===== src/rtl/result_collector.sv =====
// Packs serial-adder result bytes into 32-bit little-endian words and queues
// them in a CPU-readable FIFO, flagging dropped words and broken framing.
module result_collector #(
  parameter int DEPTH = 16
) (
  input  logic                    clk,
  input  logic                    rst_n,
  input  logic                    byte_vld_i,
  input  logic                    byte_lsb_i,
  input  logic                    byte_msb_i,
  input  logic [7:0]              byte_i,
  input  logic                    rd_en_i,
  output logic [31:0]             rd_data_o,
  output logic                    rd_vld_o,
  output logic                    fifo_empty_o,
  output logic                    fifo_full_o,
  output logic [$clog2(DEPTH):0]  word_count_o,
  output logic                    result_done_o,
  output logic                    overflow_o,
  output logic                    proto_err_o
);

  localparam int AW = $clog2(DEPTH);

  typedef enum logic {IDLE, COLLECT} state_t;

  state_t      state_reg, state_next;
  logic [31:0] pack_reg, pack_next;
  logic [1:0]  idx_reg, idx_next;
  logic [31:0] base, merged, push_word;
  logic [1:0]  pos;
  logic        push, done_next, proto_set;

  logic [AW:0] wr_ptr_reg, rd_ptr_reg, wr_ptr_next, rd_ptr_next;
  logic [AW:0] count_reg;
  logic        empty_reg, full_reg;
  logic        pop, wr_ok, ovf_set;
  logic [31:0] mem [DEPTH];

  // Packer: a start (from IDLE or a restart on lsb) always rebuilds from byte 0
  always_comb begin
    state_next = state_reg;
    pack_next  = pack_reg;
    idx_next   = idx_reg;
    push       = 1'b0;
    push_word  = pack_reg;
    done_next  = 1'b0;
    proto_set  = 1'b0;
    base       = pack_reg;
    pos        = idx_reg;
    merged     = pack_reg;
    if (byte_vld_i) begin
      if (state_reg == IDLE || byte_lsb_i) begin
        base = 32'd0;
        pos  = 2'd0;
      end
      if (state_reg == COLLECT && byte_lsb_i) proto_set = 1'b1;
      merged = base;
      merged[8*pos +: 8] = byte_i;
      if (byte_msb_i) begin
        push       = 1'b1;
        push_word  = merged;
        pack_next  = 32'd0;
        idx_next   = 2'd0;
        state_next = IDLE;
        done_next  = 1'b1;
      end else if (pos == 2'd3) begin
        push       = 1'b1;
        push_word  = merged;
        pack_next  = 32'd0;
        idx_next   = 2'd0;
        state_next = COLLECT;
      end else begin
        pack_next  = merged;
        idx_next   = pos + 2'd1;
        state_next = COLLECT;
      end
    end
  end

  // A pop frees the slot this same edge, so a push onto a full FIFO still lands
  assign pop         = rd_en_i && !empty_reg;
  assign wr_ok       = push && (!full_reg || pop);
  assign ovf_set     = push && full_reg && !pop;
  assign wr_ptr_next = wr_ok ? wr_ptr_reg + 1'b1 : wr_ptr_reg;
  assign rd_ptr_next = pop ? rd_ptr_reg + 1'b1 : rd_ptr_reg;

  always_ff @(posedge clk) begin
    if (!rst_n) begin
      state_reg     <= IDLE;
      pack_reg      <= 32'd0;
      idx_reg       <= 2'd0;
      wr_ptr_reg    <= '0;
      rd_ptr_reg    <= '0;
      count_reg     <= '0;
      empty_reg     <= 1'b1;
      full_reg      <= 1'b0;
      rd_data_o     <= 32'd0;
      rd_vld_o      <= 1'b0;
      result_done_o <= 1'b0;
      overflow_o    <= 1'b0;
      proto_err_o   <= 1'b0;
    end else begin
      state_reg     <= state_next;
      pack_reg      <= pack_next;
      idx_reg       <= idx_next;
      wr_ptr_reg    <= wr_ptr_next;
      rd_ptr_reg    <= rd_ptr_next;
      count_reg     <= wr_ptr_next - rd_ptr_next;
      empty_reg     <= (wr_ptr_next == rd_ptr_next);
      full_reg      <= (wr_ptr_next[AW] != rd_ptr_next[AW]) &&
                       (wr_ptr_next[AW-1:0] == rd_ptr_next[AW-1:0]);
      rd_vld_o      <= pop;
      if (pop) rd_data_o <= mem[rd_ptr_reg[AW-1:0]];
      result_done_o <= done_next;
      if (ovf_set) overflow_o <= 1'b1;
      if (proto_set) proto_err_o <= 1'b1;
    end
  end

  // Storage is deliberately left unreset so it maps onto block RAM
  always_ff @(posedge clk) begin
    if (wr_ok) mem[wr_ptr_reg[AW-1:0]] <= push_word;
  end

  assign fifo_empty_o = empty_reg;
  assign fifo_full_o  = full_reg;
  assign word_count_o = count_reg;

endmodule


===== config.mk =====
export PLATFORM = sky130hd
export DESIGN_NAME = result_collector
export DESIGN_NICKNAME = d
export VERILOG_FILES = /design/src/rtl/result_collector.sv
export SDC_FILE = /design/constraint.sdc
export NUM_CORES = 1
export LEC_CHECK = 0
export CAP_MARGIN = 20
export CORE_MARGIN = 5
export CORE_UTILIZATION = 60
export DETAILED_ROUTE_END_ITERATION = 12
export PLACE_DENSITY = 0.8
export SLEW_MARGIN = 15
export SYNTH_ARGS = -nofsm -noshare
export SYNTH_HDL_FRONTEND = slang
export SYNTH_SLANG_ARGS = --single-unit

===== constraint.sdc =====
create_clock -name clk -period 6.23 [get_ports clk]
set_clock_uncertainty 0.05 [all_clocks]
set_input_delay 0.9345 -clock clk [delete_from_list [all_inputs] [get_ports clk]]
set_output_delay 0.9345 -clock clk [all_outputs]
set_load 0.03 [all_outputs]

After elaboration in Yosys (flattened, before gate mapping):

Memory sizes are Yosys's and may differ from the RTL's. A register that Yosys moved wholly into a read port is not among the register bits.
Index checks and enable logic that the tools add are counted.

* multiplexer cells: 23
* equal/unequal tests: 4
* reductions and logical operators: 13
* bitwise gates (word level): 1
* multiply operators: 0
* add/subtract/negate cells: 5
* shift-type cells: 2
* divide/modulo/power cells: 0
* magnitude comparators: 0

Operators with widths (count)
* 32-bit 2-to-1 mux: 7
* 5-bit negation with 34-bit output: 1
* 8-bit by 34-bit variable shift with 32-bit output, first input constant: 1
* 8-bit by 34-bit indexed part select with 32-bit output: 1
* 32-bit bitwise mux: 1
* 5-bit by 1-bit adder with 5-bit output, second input constant: 2
* 5-bit 2-to-1 mux: 2
* 1-bit 2-to-1 mux: 9
* 2-bit 2-to-1 mux: 4
* 1-bit logical AND: 6
* 5-bit equality test: 1
* 5-bit subtractor: 1
* 4-bit equality test: 1
* 1-bit zero test: 4
* 2-bit by 1-bit adder with 2-bit output, second input constant: 1
* 2-bit equality test, second input constant: 1
* 1-bit logical OR: 2
* 2-bit AND reduction: 1
* 1-bit != test: 1
* 1-bit NOT: 1

* memories: 1
* bits in writable memories: 512
* bits in latches: 0
* register bits after elaboration: 56
* input bits: 14
* memory bits (read-only): 0

Memory list
* mem: depth 16, bits a word 32, rd ports 1, clocked after memory_dff 1, wr ports 1, line 38 `logic [31:0] mem [DEPTH];`

Logic depth before layout (Yosys ltp):

Gate-level depths: netlist of run 1.

* word-level depth: 12
* depth in mapped cells: 14
* gate-level depth less buffers: 14

Least setup slack after synthesis of run 1:

No wires, ideal clock.

* kind: input to register
* start: input port byte_lsb_i
* end: memory mem[3][0] (enable)
* stages on the path: 7
* slack: 1.187 ns
* setup time: 0.461 ns
* arrival: 4.531 ns
* data required time: 5.719 ns
* cell sequence: nand3b_1 -> inv_1 -> ha_1 -> o21ai_1 -> a21oi_1 -> nand2_1 -> nor3_1

* longest elaborated chain between the ends: 10

Ends and longest elaborated chain
* start, declared: line 9 `input logic byte_lsb_i,`
* 1-bit logical OR: line 53 `if (state_reg == IDLE || byte_lsb_i) begin`
* 2-bit 2-to-1 mux: line 53
* 2-bit 2-to-1 mux: line 52 `if (byte_vld_i) begin`
* 2-bit equality test: line 67 `end else if (pos == 2'd3) begin`
* 1-bit 2-to-1 mux: line 67
* 1-bit 2-to-1 mux: line 60 `if (byte_msb_i) begin`
* 1-bit 2-to-1 mux: line 52
* 1-bit logical AND: line 83 `assign wr_ok = push && (!full_reg || pop);`
* 1-bit 2-to-1 mux: line 123 `if (wr_ok) mem[wr_ptr_reg[AW-1:0]] <= push_word;`
* 1-bit 2-to-1 mux (implied by the code): line 123
* end, declared: line 38

No other way between the ends. The select of a mux whose other input is x is not followed.

Final worst setup path of run 1:

* start: input port byte_lsb_i
* end: memory mem[6][16] (enable)

The elaborated chain is that of the path after synthesis.

==> flow_metrics.env, run 1 <==
export IMPL_grt_pass1_wl_mm=75.68
export IMPL_arrival_ns=4.66
export IMPL_grt_usage_pct=24.14
export IMPL_cts_root_buf="clkbuf_16"
export IMPL_grt_pass1_vias=11990
export IMPL_firstDrtPassIters=5
export IMPL_fillerInstances=2257
export IMPL_hold_viol=0
export IMPL_hpwlAfterDp_mm=27.72
export IMPL_hold_worst_slack_ns=0.4361
export IMPL_clock_latency_ns=0.58
export IMPL_synth_common_cells="edfxtp_1, mux4_2, dfxtp_1"
export IMPL_rsz0062_at_grt="false"
export IMPL_synth_ff_type="edfxtp_1"
export IMPL_cp_required_ns=6.43
export IMPL_netlist_area_sq_um=22940
export IMPL_stdcell_count=1789
export IMPL_seq_area_frac_synth_pct=74.69
export IMPL_dieWidth_microns=205.6
export IMPL_hold_path_class="flop to flop"
export IMPL_crit_type="primary input to flop"
export IMPL_syn_inst=1155
export IMPL_drcViolationCount=0
export IMPL_io_buffers=56
export IMPL_synthDistinctLibCells=37
export IMPL_largest_reg_flops=512
export IMPL_synth_top_cell_area_share_pct=67.01
export IMPL_post_place_cells=1678
export IMPL_multiInputGateArea_sq_um=5587
export IMPL_crit_path_end_kind="flop"
export IMPL_fin_crit_sh_pct=71.48
export IMPL_place_congestion=0.8125
export IMPL_yosysTopAreaCell="edfxtp_1"
export IMPL_tns_ns=0
export IMPL_ys_async_sr_fraction_pct=0
export IMPL_coreArea_sq_um=37670
export IMPL_placed_cell_area_sq_um=24180
export IMPL_cts_buffers_inserted=56
export IMPL_ys_ff_latch=600
export IMPL_start_util_pct=60.92
export IMPL_row_count=71
export IMPL_synth_most_common_cell="edfxtp_1"
export IMPL_synthesis_nets=1185
export IMPL_synth_edff_count=512
export IMPL_syn_area_per_cell_sq_um=19.87
export IMPL_dieArea_sq_um=42250
export IMPL_cts_sinks=600
export IMPL_tightestPinTransition_ns=1.108
export IMPL_setup_viol=0
export IMPL_worst_slew_margin_rel_pct=25.97
export IMPL_dieHeight_microns=205.6
export IMPL_ant_nets=0
export IMPL_cts_resized=0
export IMPL_boundaryPins=57
export IMPL_cts_setup_buffers=0
export IMPL_start_kind="primary input"
export IMPL_grt_start_max_net_pins=74
export IMPL_vias_per_cell=6.513
export IMPL_synth_area_leaders="edfxtp_1, mux4_2, dfxtp_1"
export IMPL_clock_path_buffers=3
export IMPL_ff_latch_area_sq_um=17150
export IMPL_area_delta_synth_final_pct=14.15
export IMPL_status="finished clean"
export IMPL_nets=1258
export IMPL_irDropWorstVdd_mv=0.2404
export IMPL_maxCapViolCount=0
export IMPL_fin_crit_ns=4.454
export IMPL_routed_wirelength_mm=49.97
export IMPL_vias=11650
export IMPL_final_area_sq_um=26190
export IMPL_cts_tree="yes"
export IMPL_cellPowerDensity_nw_per_um2=322.6
export IMPL_clk_pin_slew_ns=0.06
export IMPL_maxSlewViolCount=0
export IMPL_drive_above_1_share_pct=22.88
export IMPL_p_total_uw=8449
export IMPL_grt_ovfl_total=0
export IMPL_timing_fmax_ghz=0.2245
export IMPL_cp_max_fo=20
export IMPL_antenna_found_initial=3
export IMPL_detail_route_iter0_violations=1216
export IMPL_yosys_warnings=0
export IMPL_static_leakage_power_uw=0.008285
export IMPL_wl_per_cell_microns=27.93
export IMPL_cts_htree_levels=2
export IMPL_cts_hold_buf=0
cells by family after synthesis:
kind of cell / after synthesis / synth area share [%]
adders and majority gates: 16 / 0.9052
buffers and inverters: 71 / 1.451
and+or+nand+nor: 111 / 2.159
AOI/OAI and AO/OA: 150 / 4.624
DFF: 600 / 74.69
xor gates and xnor gates: 13 / 0.5562
muxes: 194 / 15.62
cell type report:
| type | instances | share of cell area [%] |
|---|---|---|
| Timing Repair Buffer | 79 | 3.248 |
| Antenna cell | 2 | 0.01911 |
| Inverter | 7 | 0.1003 |
| Tap cell | 511 | 2.441 |
| Clock inverter | 36 | 1.567 |
| Sequential cell | 600 | 65.47 |
| Clock buffer | 70 | 5.823 |
| Multi-Input combinational cell | 484 | 21.33 |
where the power goes:
| part | internal (uW) | leakage, uW | switching, uW |
|---|---|---|---|
| Sequential | 4360 | 0.00556 | 43.3 |
| Clock | 2110 | 0.000943 | 1440 |
| Combinational | 218 | 0.00179 | 280 |
critical path: stages:
cell             delay [ns]
clkdlybuf4s50_1        0.50
nand3b_1               0.37
inv_1                  0.29
ha_1                   0.21
o21ai_1                0.23
a21oi_1                0.57
nand2_1                0.38
nor2_4                 0.76
buf_4                  0.39
cells in the final DEF, fill, tap and decap left out, drive strengths merged, types with 4 or more instances in the layout:
cell	count
clkbuf	70
xnor2	7
mux4	128
buf	23
nand2b	5
nor3	4
nor2b	4
inv	9
ha	15
nand4	4
clkinv	21
bufinv	9
nand3	4
and2	5
nand2	9
dfxtp	88
xor2	5
a21oi	5
a22oi	64
mux2	32
clkdlybuf4s50	56
mux2i	34
a22o	32
edfxtp	512
o21ai	44
nor2	69
clkinvlp	4
per-stage QoR:
step | setup WS, ns | util, %
3_5_place_dp | 1.314 | 64.18
6_report | 1.776 | 69.54
3_3_place_gp | 1.557 | 63.98
5_1_grt | 1.541 | 69.53
4_1_cts | 1.863 | 69.32
2_1_floorplan | 1.187 | -
metal layers:
metal / GRT usage, % / wire [microns]
met1: 33.71 / 19320
met2: 39.50 / 25230
met3: 4.507 / 4065
met4: 7.584 / 1347
met5: 0 / 7
final timing paths:
kind / startpoint / to / slack, ns / cells past startpoint
worst max-delay path: byte_lsb_i / mem[6][16]$_DFFE_PP_ / 1.78 / 9
worst min-delay path: overflow_o$_SDFFE_PN0P_ / overflow_o$_SDFFE_PN0P_ / 0.44 / 2
worst max register to register: state_reg$_SDFFE_PN0P_ / mem[6][16]$_DFFE_PP_ / 2.36 / 8
worst min register to register: overflow_o$_SDFFE_PN0P_ / overflow_o$_SDFFE_PN0P_ / 0.44 / 2
Note: power is estimated with default switching activity, not from simulation.
==> inputs of run 2 (changes only) <==
--- a/config.mk
+++ b/config.mk
@@ -7,9 +7,9 @@
 export LEC_CHECK = 0
 export CAP_MARGIN = 20
 export CORE_MARGIN = 5
-export CORE_UTILIZATION = 60
+export CORE_UTILIZATION = 55
 export DETAILED_ROUTE_END_ITERATION = 12
-export PLACE_DENSITY = 0.8
+export PLACE_DENSITY = 0.77
 export SLEW_MARGIN = 15
 export SYNTH_ARGS = -nofsm -noshare
 export SYNTH_HDL_FRONTEND = slang
==> constraint.sdc (replaced) <==
create_clock -name clk -period 3.7 [get_ports clk]
set_clock_uncertainty 0.05 [all_clocks]
set_input_delay 0.555 -clock clk [delete_from_list [all_inputs] [get_ports clk]]
set_output_delay 0.555 -clock clk [all_outputs]
set_load 0.03 [all_outputs]
==> run 2 against run 1 <==
Against the previous run: register-to-register slack worse by 1.7 ns; sequential cell count unchanged; non-clock buffer count rose by 34; critical endpoint is now word_count_o[3]$_SDFF_PN0_; hold slack worse by 0.013 ns; combinational power rose by 77%; first-iteration DRC count increased by 3.9%; sequential power is 68% higher; utilization decreased by 4.5 points; critical path depth grew 5; wire length is 2.7% higher.
==> flow_metrics.env, run 2 (synthesis results as in run 1) <==
export IMPL_status="finished clean"
export IMPL_path_cells="nor2b_1 -> nand2_1 -> inv_1 -> ha_1 -> o21ai_1 -> a21oi_1 -> buf_4 -> nand2_1 -> o21ai_0 -> ha_1 -> a21o_1 -> a21oi_1 -> xor2_1 -> nor2_1"
export IMPL_p_comb_share_pct=6.1
export IMPL_fillerInstances=2589
export IMPL_drcViolationCount=0
export IMPL_max_stage_delay_ns=0.43
export IMPL_worst_path_dominant_cell_family="compound AO/OA/AOI/OAI gates"
export IMPL_static_leakage_power_uw=0.008503
export IMPL_arrival_ns=3.44
export IMPL_top_usage_layer="met2"
export IMPL_hpwlAfterDp_mm=27.99
export IMPL_cp_max_fo=6
export IMPL_maxSlewViolCount=0
export IMPL_ant_nets=0
export IMPL_cts_root_buf="clkbuf_16"
export IMPL_p_total_uw=14460
export IMPL_antenna_found_initial=2
export IMPL_cts_buffers_inserted=55
export IMPL_cts_htree_levels=2
export IMPL_dieArea_sq_um=45900
export IMPL_rrSetupSlack_ns=0.66
export IMPL_r2r_start="state_reg$_SDFFE_PN0P_"
export IMPL_hold_viol=0
export IMPL_cellPowerDensity_nw_per_um2=542.0
export IMPL_internal_power_uw=11530
export IMPL_irDropWorstVdd_mv=0.3508
export IMPL_startpoint="state_reg$_SDFFE_PN0P_"
export IMPL_cp_endpoint="word_count_o[3]$_SDFF_PN0_"
export IMPL_dieWidth_microns=214.3
export IMPL_detail_route_iter0_violations=1263
export IMPL_ff_latch_area_sq_um=17150
export IMPL_place_congestion=0.8670
export IMPL_setup_slack_ns=0.6594
export IMPL_largest_reg_flops=512
export IMPL_nets=1291
export IMPL_vias=11720
export IMPL_cts_tree="yes"
export IMPL_use_met1_pct=31.56
export IMPL_dieHeight_microns=214.3
export IMPL_coreArea_sq_um=41020
export IMPL_grt_pass1_wl_mm=77.50
export IMPL_tns_ns=0
export IMPL_cts_hold_buf=0
export IMPL_fin_crit_sh_pct=82.18
export IMPL_final_common_cell="edfxtp_1"
export IMPL_rsz0062_at_grt="false"
export IMPL_maxCapViolCount=0
export IMPL_grt_ovfl_total=0
export IMPL_netSwitchingFraction_pct=20.24
export IMPL_row_count=74
export IMPL_tightestPinTransition_ns=1.094
export IMPL_grt_pass1_vias=12260
export IMPL_p_switching_uw=2926
export IMPL_routed_wirelength_mm=51.30
export IMPL_start_kind="flop"
export IMPL_n_antenna_cell=0
export IMPL_multiInputGateArea_sq_um=5612
export IMPL_grt_usage_pct=22.41
export IMPL_slowest_stage="dfxtp_1"
export IMPL_dp_slack_ns=0.1042
export IMPL_worst_slew_margin_rel_pct=27.09
export IMPL_fin_crit_ns=3.041
export IMPL_globalRouteMet3Util_pct=4.433
export IMPL_area_delta_synth_final_pct=16.28
export IMPL_vias_per_cell=6.371
export IMPL_crit_path_end_kind="flop"
export IMPL_fin_util_pct=65.05
export IMPL_hold_path_class="flop to flop"
export IMPL_crit_type="flop to flop"
export IMPL_clock_path_buffers=3
export IMPL_ff2ff_path_depth=14
export IMPL_io_buffers=56
export IMPL_boundaryPins=57
export IMPL_path_buf_inv=2
export IMPL_seq_power_share_pct=51.2
export IMPL_cts_setup_buffers=0
export IMPL_cts_sinks=600
export IMPL_start_util_pct=55.94
export IMPL_wl_per_cell_microns=27.89
export IMPL_cts_resized=0
export IMPL_firstDrtPassIters=5
export IMPL_use_met2_pct=36.42
export IMPL_setup_viol=0
export IMPL_timing_fmax_ghz=0.3289
export IMPL_layout_common_cells="edfxtp_1, mux4_2, dfxtp_1"
export IMPL_power_frac_clock_pct=42.7
export IMPL_clock_latency_ns=0.59
export IMPL_clk_pin_slew_ns=0.06
export IMPL_r2r_end="word_count_o[3]$_SDFF_PN0_"
export IMPL_grt_start_max_net_pins=81
export IMPL_path_depth=14
export IMPL_drive_above_1_share_pct=24.87
export IMPL_cp_required_ns=4.10
## run 2: worst min-delay path by stage
stage,from,to,slack (ns),depth (start not counted)
after detailed placement,proto_err_o$_SDFFE_PN0P_,proto_err_o$_SDFFE_PN0P_,0.41,2
after CTS,idx_reg[1]$_SDFFE_PN0P_,idx_reg[1]$_SDFFE_PN0P_,0.42,2
final,idx_reg[1]$_SDFFE_PN0P_,idx_reg[1]$_SDFFE_PN0P_,0.42,2
after floorplan,idx_reg[1]$_SDFFE_PN0P_,idx_reg[1]$_SDFFE_PN0P_,0.40,2
after global placement,idx_reg[1]$_SDFFE_PN0P_,idx_reg[1]$_SDFFE_PN0P_,0.41,2
after global routing,rd_data_o[19]$_SDFFE_PN0P_,rd_data_o[19]$_SDFFE_PN0P_,0.47,2
## run 2: power by group through the flow
stage	sequential (uW)	clock [uW]	combinational, uW
finish	7410	6170	885
global route	7410	6560	952
CTS	7410	6250	893
detailed placement	7550	0	884
global placement	7550	0	874
floorplan	7600	0	542
## run 2: stage by stage
stage / cell area, sq um / hold WS (ns) / instances
after floorplan: 22970 / 0.3964 / 1155
after global placement: 24680 / 0.4146 / 1736
after detailed placement: 24680 / 0.4133 / 1736
after CTS: 26680 / 0.4244 / 1839
after global routing: 26680 / 0.4699 / 1839
final: 26680 / 0.4227 / 1839
## run 2: tightest hold or removal path: stages (launching register included)
cell      delay, ns
dfxtp_1        0.31
nand2b_1       0.06
a21oi_1        0.05
## run 2: routing by layer
metal / wire length (microns) / share of wire [%]
met3: 4859 / 9.5
met5: 34 / 0.066
met2: 24930 / 49
met1: 20180 / 39
met4: 1298 / 2.5
## run 2: final cells by class
class / instances / share of cell area, %
Sequential cell: 600 / 64.27
Multi-Input combinational cell: 484 / 21.03
Clock buffer: 72 / 5.707
Timing Repair Buffer: 113 / 4.596
Tap cell: 532 / 2.495
Clock inverter: 31 / 1.801
Inverter: 7 / 0.09848
==> inputs of run 3 (changes only) <==
==> constraint.sdc (replaced) <==
create_clock -name clk -period 2.6 [get_ports clk]
set_clock_uncertainty 0.05 [all_clocks]
set_input_delay 0.39 -clock clk [delete_from_list [all_inputs] [get_ports clk]]
set_output_delay 0.39 -clock clk [all_outputs]
set_load 0.03 [all_outputs]
==> run 3 against run 2 <==
Against the previous run: non-clock buffer count increased by 41; utilization is 0.65 points higher; setup slack worse by 0.61 ns; critical path type is now primary input to flop; wire length is 1.0% lower; clock power up 24%; cell area increased by 1.0%; via count up 0.75%; critical endpoint is now word_count_o[4]$_SDFF_PN0_; highest routed layer is now met4; power up 35%.
==> flow_metrics.env, run 3 (synthesis results as in run 1) <==
export IMPL_ff2ff_path_depth=14
export IMPL_fin_crit_ns=2.551
export IMPL_nets=1333
export IMPL_static_leakage_power_uw=0.008615
export IMPL_cp_required_ns=3.01
export IMPL_worst_slew_margin_rel_pct=57.17
export IMPL_coreArea_sq_um=41020
export IMPL_multiInputGateArea_sq_um=5722
export IMPL_io_buffers=56
export IMPL_cts_buffers_inserted=56
export IMPL_layout_common_cells="edfxtp_1, mux4_2, dfxtp_1"
export IMPL_startpoint="byte_lsb_i"
export IMPL_drcViolationCount=0
export IMPL_maxSlewViolCount=0
export IMPL_maxCapViolCount=0
export IMPL_place_congestion=0.8051
export IMPL_grt_pass1_vias=12170
export IMPL_crit_type="primary input to flop"
export IMPL_r2r_end="word_count_o[4]$_SDFF_PN0_"
export IMPL_cts_tree="yes"
export IMPL_timing_fmax_ghz=0.3920
export IMPL_holdPathStages=2
export IMPL_wl_per_cell_microns=26.98
export IMPL_detail_route_iter0_violations=1362
export IMPL_dieHeight_microns=214.3
export IMPL_row_count=74
export IMPL_grt_pass1_wl_mm=76.67
export IMPL_cts_hold_buf=0
export IMPL_hold_viol=0
export IMPL_grt_ovfl_total=0
export IMPL_p_total_uw=19550
export IMPL_clock_latency_ns=0.60
export IMPL_antenna_found_initial=0
export IMPL_rsz0062_at_grt="true"
export IMPL_vias=11810
export IMPL_r2r_start="state_reg$_SDFFE_PN0P_"
export IMPL_grt_usage_pct=22.05
export IMPL_cts_root_buf="clkbuf_16"
export IMPL_irDropWorstVdd_mv=0.5776
export IMPL_largest_reg_flops=512
export IMPL_n_antenna_cell=0
export IMPL_drive_above_1_share_pct=28.07
export IMPL_cts_sinks=600
export IMPL_dieArea_sq_um=45900
export IMPL_status="finished clean"
export IMPL_fin_crit_sh_pct=98.11
export IMPL_ff_latch_area_sq_um=17150
export IMPL_setup_viol=0
export IMPL_firstDrtPassIters=6
export IMPL_final_common_cell="edfxtp_1"
export IMPL_ant_nets=0
export IMPL_start_util_pct=55.94
export IMPL_boundaryPins=57
export IMPL_clk_pin_slew_ns=0.07
export IMPL_hold_path_class="flop to flop"
export IMPL_vias_per_cell=6.273
export IMPL_cellPowerDensity_nw_per_um2=725.6
export IMPL_cp_max_fo=4
export IMPL_hpwlAfterDp_mm=28.90
export IMPL_crit_path_end_kind="flop"
export IMPL_fin_util_pct=65.70
export IMPL_start_kind="primary input"
export IMPL_area_delta_synth_final_pct=17.45
export IMPL_fillerInstances=2568
export IMPL_grt_start_max_net_pins=68
export IMPL_min_delay_start="idx_reg[1]$_SDFFE_PN0P_"
export IMPL_hold_worst_slack_ns=0.4336
export IMPL_rrSetupSlack_ns=0.06
export IMPL_dieWidth_microns=214.3
export IMPL_tightestPinTransition_ns=0.6405
export IMPL_min_to="idx_reg[1]$_SDFFE_PN0P_"
export IMPL_arrival_ns=2.96
export IMPL_clock_path_buffers=3
export IMPL_routed_wirelength_mm=50.78
export IMPL_cts_htree_levels=2
[run 3: power breakdown]
group | internal [uW] | total, uW | switching, uW
clock | 4290 | 7670 | 3380
sequential | 10400 | 10500 | 73.8
combinational | 615 | 1360 | 741
total | 15400 | 19600 | 4200
[run 3: routing by layer]
layer	vias up	routed length, microns	track usage [%]
met5	-	0	0
met4	0	1285	6.764
met3	73	4052	4.306
met2	532	25350	36.13
met1	6178	20100	30.62
li1	5022	-	-
[run 3: area by class of cell]
type | count | area share (%)
clock buffers | 77 | 5.646
repair buffers | 154 | 6.194
clock inverters | 28 | 0.7243
multi-input cells | 484 | 21.23
well taps | 532 | 2.470
flip-flops and latches | 600 | 63.64
inverters | 7 | 0.09750
[run 3: through the flow]
stage               instances  setup slack (ns)  area [sq um]  setup TNS, ns
global route             1882          -0.05608         26950        -0.1018
global placement         1772           -0.5256         25080        -191.00
CTS                      1880         0.0005338         26870              0
finish                   1882           0.04904         26950              0
detailed placement       1774           -0.5652         25130        -246.70
floorplan                1155           -0.4069         23110         -39.50
[run 3: how the worst max path moves through the flow]
stage | to | slack [ns] | cells past startpoint
finish | word_count_o[4]$_SDFF_PN0_ | 0.05 | 14
global route | word_count_o[3]$_SDFF_PN0_ | -0.06 | 14
CTS | word_count_o[4]$_SDFF_PN0_ | 0.0005 | 14
detailed placement | word_count_o[4]$_SDFF_PN0_ | -0.57 | 15
global placement | word_count_o[4]$_SDFF_PN0_ | -0.53 | 15
floorplan | word_count_o[4]$_SDFF_PN0_ | -0.41 | 8
[run 3: worst max-delay path, cell delays in order]
cell and delay (ns):
clkdlybuf4s50_1 0.57, nand3b_1 0.18, inv_2 0.07, ha_4 0.17, o21ai_4 0.18, a21oi_4 0.07
xnor2_2 0.21, ha_2 0.20, inv_2 0.05, fa_2 0.35, a21o_1 0.20, a21oi_2 0.13
xnor2_1 0.13, nor2_1 0.06
[run 3: repair_timing]
action                                  CTS  global route
endpoints found under the setup margin    2           256
gates resized for setup                   3            18
buffers inserted                          1             2
pin swaps                                 0             8
